**src/rtl/pipe_stage_reg.sv**
```systemverilog
// pipe_stage_reg: fetch-to-decode pipeline register with valid/ready handshakes.
// Flush discards every held instruction. Whenever out_valid is low, out_instr
// reads as the bubble instruction NOP_INSTR.
// Optional build macro PIPE_STAGE_REG_SKID_EN adds one skid entry. With it,
// in_ready comes from state only, so no combinational path runs from
// out_ready to in_ready. Without it, the stage holds a single entry and
// in_ready follows out_ready combinationally.
module pipe_stage_reg #(
  parameter int                ADDR_W    = 32,
  parameter int                DATA_W    = 32,
  parameter logic [DATA_W-1:0] NOP_INSTR = DATA_W'(32'h00000013)
) (
  input  logic              clk,
  input  logic              rst,
  input  logic              in_valid,
  output logic              in_ready,
  input  logic [ADDR_W-1:0] in_addr,
  input  logic [DATA_W-1:0] in_instr,
  input  logic              flush,
  output logic              out_valid,
  input  logic              out_ready,
  output logic [ADDR_W-1:0] out_addr,
  output logic [DATA_W-1:0] out_instr
);

  logic              main_valid;
  logic [ADDR_W-1:0] main_addr;
  logic [DATA_W-1:0] main_instr;
  logic              in_xfer;
  logic              out_xfer;

  assign in_xfer   = in_valid && in_ready;
  assign out_xfer  = main_valid && out_ready;
  assign out_valid = main_valid;
  assign out_addr  = main_addr;
  // When the stage is empty, decode sees a bubble even if stale payload bits remain.
  assign out_instr = main_valid ? main_instr : NOP_INSTR;

`ifdef PIPE_STAGE_REG_SKID_EN

  logic              skid_valid;
  logic [ADDR_W-1:0] skid_addr;
  logic [DATA_W-1:0] skid_instr;

  // in_ready depends only on the skid flop and reset.
  // This keeps out_ready out of the upstream timing path.
  assign in_ready = !rst && !skid_valid;

  // Main register refills from skid first to keep acceptance order; skid catches overflow under backpressure.
  always_ff @(posedge clk or posedge rst) begin
    if (rst) begin
      main_valid <= 1'b0;
      main_addr  <= '0;
      main_instr <= NOP_INSTR;
      skid_valid <= 1'b0;
      skid_addr  <= '0;
      skid_instr <= NOP_INSTR;
    end else if (flush) begin
      main_valid <= 1'b0;
      skid_valid <= 1'b0;
    end else if (!main_valid || out_xfer) begin
      if (skid_valid) begin
        main_valid <= 1'b1;
        main_addr  <= skid_addr;
        main_instr <= skid_instr;
        skid_valid <= 1'b0;
      end else if (in_xfer) begin
        main_valid <= 1'b1;
        main_addr  <= in_addr;
        main_instr <= in_instr;
      end else begin
        main_valid <= 1'b0;
      end
    end else if (in_xfer) begin
      skid_valid <= 1'b1;
      skid_addr  <= in_addr;
      skid_instr <= in_instr;
    end
  end

`else

  // A single-entry stage can accept new input when it is empty or draining this cycle.
  assign in_ready = !rst && (!main_valid || out_ready);

  // Load on accept, which covers replace-on-drain.
  // Clear on a drain that has no refill.
  // out_addr keeps its last value when the stage empties.
  always_ff @(posedge clk or posedge rst) begin
    if (rst) begin
      main_valid <= 1'b0;
      main_addr  <= '0;
      main_instr <= NOP_INSTR;
    end else if (flush) begin
      main_valid <= 1'b0;
    end else if (in_xfer) begin
      main_valid <= 1'b1;
      main_addr  <= in_addr;
      main_instr <= in_instr;
    end else if (out_xfer) begin
      main_valid <= 1'b0;
    end
  end

`endif

endmodule

```
**config.mk**
```make
export PLATFORM = sky130hd
export DESIGN_NAME = pipe_stage_reg
export DESIGN_NICKNAME = d
export VERILOG_FILES = /design/src/rtl/pipe_stage_reg.sv
export SDC_FILE = /design/constraint.sdc
export NUM_CORES = 1
export LEC_CHECK = 0
export CORE_AREA = 2 2 84 86
export CTS_CLUSTER_DIAMETER = 80
export DETAILED_ROUTE_END_ITERATION = 8
export DIE_AREA = 0 0 86 88
export DONT_BUFFER_PORTS = 1
export GPL_TIMING_DRIVEN = 0
export PLACE_DENSITY = 0.59
export RECOVER_POWER = 100
export SLEW_MARGIN = 20
export SYNTH_ARGS = -nofsm -noshare
export SYNTH_HDL_FRONTEND = slang
export SYNTH_SLANG_ARGS = --single-unit
```
**constraint.sdc**
```tcl
create_clock -name clk -period 5.1 [get_ports clk]
set_input_delay 0.255 -clock clk [delete_from_list [all_inputs] [get_ports clk]]
set_output_delay 0.255 -clock clk [all_outputs]
set_load 0.01 [all_outputs]
```
==> run_results.csv <==
group,metric,value,unit
outcome,status,"finished clean",
setup_path,critPathSlowestCell,"clkbuf_1",
setup_path,cp_cell_sequence,"nor2b_1 > nor4b_1 > clkbuf_1 > clkbuf_1 > mux2_1",
floorplanning,floorplan.core_area,6640,µm²
setup_path,worstPathRequired,5.30,ns
global_route,antenna_found_initial,0,
synth,ys_seq_area_share,55.9,%
sta,fin_hold_ws,0.0626,ns
power_and_ir_drop,internal-power,0.942,mW
synth,ys_ff_latch,65,
setup_path,path_class,"register to register",
detailed_routing,final_antenna_net_count,0,
global_route,overflow,0,
sta,maxSlewViolCount,0,
floorplanning,fp.dieW,86,µm
detailed_routing,firstDrtPassIters,3,
synth,yosysTopAreaCell,"dfrtp_1",
global_route,grt_pass1_wl,8340,µm
power_and_ir_drop,swShare,25.8,%
sta,min_period,2.56,ns
place,place_congestion,0.797,
synth,synth_cell_types,15,
synth,ys_warn_count,0,
clock_tree,post_cts_buffers,0,
setup_path,start_kind,"register",
sta,fin_skew,0.00681,ns
detailed_routing,wl,5410,µm
place,place_area,3040,µm²
clock_tree,clock-sinks,65,
power_and_ir_drop,p_leak,1.24,nW
power_and_ir_drop,power_density,428,nW/µm²
floorplanning,boundaryPins,135,
synth,synth_top_area_share,53.2,%
sta,setup_ws,2.54,ns
clock_tree,cts_root_buf,"clkbuf_8",
synth,netlist_area,2920,µm²
synth,ys_top_cells_by_area,"dfrtp_1 (53%), mux2_4 (25%), and2_1 (6.2%)",
clock_tree,cts_tree,"built",
sta,rsz0062_at_grt,"no",
setup_path,crit_path_end_kind,"register",
power_and_ir_drop,power_frac_clock,32.8,%
place,dp_hpwl,4120,µm
setup_path,worst_path_largest_cell_delay,0.51,ns
global_route,grt_pass1_vias,1583,
min_path,timing.hold.worst.class,"input pin to register",
clock_tree,cts_buffers,9,
clock_tree,cts.htree.levels,3,
clock_tree,clkLatencyLatePin,0.32,ns
finish,final_util,44.6,%
place,io_buffers,0,
finish,layout.nets,259,
power_and_ir_drop,combPwrFrac,11.2,%
finish,design_area,2960,µm²
power_and_ir_drop,p_switching,0.327,mW
finish,drive_gt1_share,19.5,%
sta,setup-tns-final,0,ns
power_and_ir_drop,sequentialPowerShare,56.0,%
sta,maxSlewHeadroom,34.0,%
global_route,grt_max_degree,45,
job,maxCapViolCount,0,
detailed_routing,avgViaCountPerCell,5.21,
sta,fmax,391,MHz
finish,final_cells,275,
floorplanning,die_h,88,µm
sta,setup_viol,0,
detailed_routing,drc_errors,0,
synth,syn-instance-count,177,
power_and_ir_drop,power,1.27,mW
floorplanning,fp-row-count,30,
finish,n_antenna_cell,0,
clock_tree,cts.path.max_buffers,2,
floorplanning,die_area,7570,µm²
finish,syn_to_final_growth,1.46,%
setup_path,crit_fanout,10,
detailed_routing,drt-initial-drc-count,22,
detailed_routing,wl_per_cell,19.7,µm
setup_path,worst_path_most_repeated_cell,"clkbuf_1",
setup_path,cp_data_arrival_time,2.75,ns
detailed_routing,via_count,1433,
synth,syn_area_per_cell,16.5,µm²
sta,hold_viol,0,
synth,syn-num-nets,246,
place,numPlacedInstances,258,
floorplanning,initial_core_util,43.9,%
global_route,grt.total_usage,14.7,%
sta,period_share,50.1,%
clock_tree,clkSlewWorstSetupHoldPaths,0.07,ns
place,pre_cts_slack,3.29,ns
sta,worstMarginPinSlew,0.984,ns
power_and_ir_drop,irDropWorstVdd,0.166,mV
## state kept, by name, indices dropped and copies added (netlist names)
register    cells
out_addr       32
main_instr     32
out_valid       1
## Yosys cell counts
cell      count
clkbuf_1      3
and2_1       29
nor2_1        1
mux2_4       49
dfrtp_1      62
buf_2         1
inv_1         2
nand2b_1      3
nor4b_4       1
nor2b_4       1
dfstp_2       3
a21o_1        1
buf_12        5
buf_6         1
mux2_2       15
## area by class of cell
type / instances / area (µm²)
sequential: 65 / 1630
clock inverter: 3 / 40.0
tap: 80 / 100
inverter: 2 / 8.76
buffer: 10 / 37.5
fill: 634 / 3680
multi-input combinational: 100 / 966
timing repair buffer: 2 / 30.0
clock buffer: 13 / 149
## layout by cell type (no fill, tap or decap), types with 2 or more instances in the layout
cell       n
nand2b_1   3
mux2_2    15
dfrtp_1   62
mux2_1    44
clkbuf_1  13
mux2_4     5
clkbuf_8  10
dfstp_2    3
clkinv_2   2
and2_0    29
## what timing repair did
action                                 CTS  global route
gates resized for setup                  0             0
endpoints found under the hold margin   21             0
hold buffers                             1             0
## cell families (layout without fill, tap and decap cells)
| logic type | count (synthesis) | in the layout | synth area share [%] |
|---|---|---|---|
| flops | 65 | 65 | 55.9 |
| buf+inv | 12 | 30 | 4.63 |
| mux | 64 | 64 | 31.0 |
| simple gates | 35 | 35 | 8.27 |
| compound gates | 1 | 1 | 0.257 |
## critical path, delay by kind of cell, from the launching register on
kind,cells,cell delay [ns]
DFF,1,0.50
buffers and inverters,2,0.98
and+or+nand+nor,2,0.56
muxes,1,0.39
## metal layers
layer,GRT usage [%],share of wire (%)
met1,18.2,40
met2,24.1,51
met3,4.43,7.5
met4,5.77,1.4
met5,0,0
## path summary, 6_finish.rpt
path,startpoint,end,slack [ns],cells after the start
worst max-delay path,out_valid$_DFFE_PP0P_,main_instr[29]$_DFFE_PP0P_,2.54,5
worst min-delay path,in_addr[3],out_addr[3]$_DFFE_PP0P_,0.06,1
worst max register to register,out_valid$_DFFE_PP0P_,main_instr[29]$_DFFE_PP0P_,2.54,5
worst min register to register,main_instr[30]$_DFFE_PP0P_,main_instr[30]$_DFFE_PP0P_,0.48,1
max in group asynchronous,rst,main_instr[1]$_DFFE_PP1P_,3.79,3
min in group asynchronous,rst,main_instr[27]$_DFFE_PP0P_,0.57,2
## power groups by stage
stage | Combinational [mW] | Clock, mW | Sequential, mW
after floorplan | 0.189 | 0 | 0.701
after global placement | 0.204 | 0 | 0.720
after detailed placement | 0.213 | 0 | 0.724
after CTS | 0.215 | 0.434 | 0.717
after global routing | 0.159 | 0.459 | 0.724
final | 0.142 | 0.416 | 0.711
(Power assumes the default switching activity.)
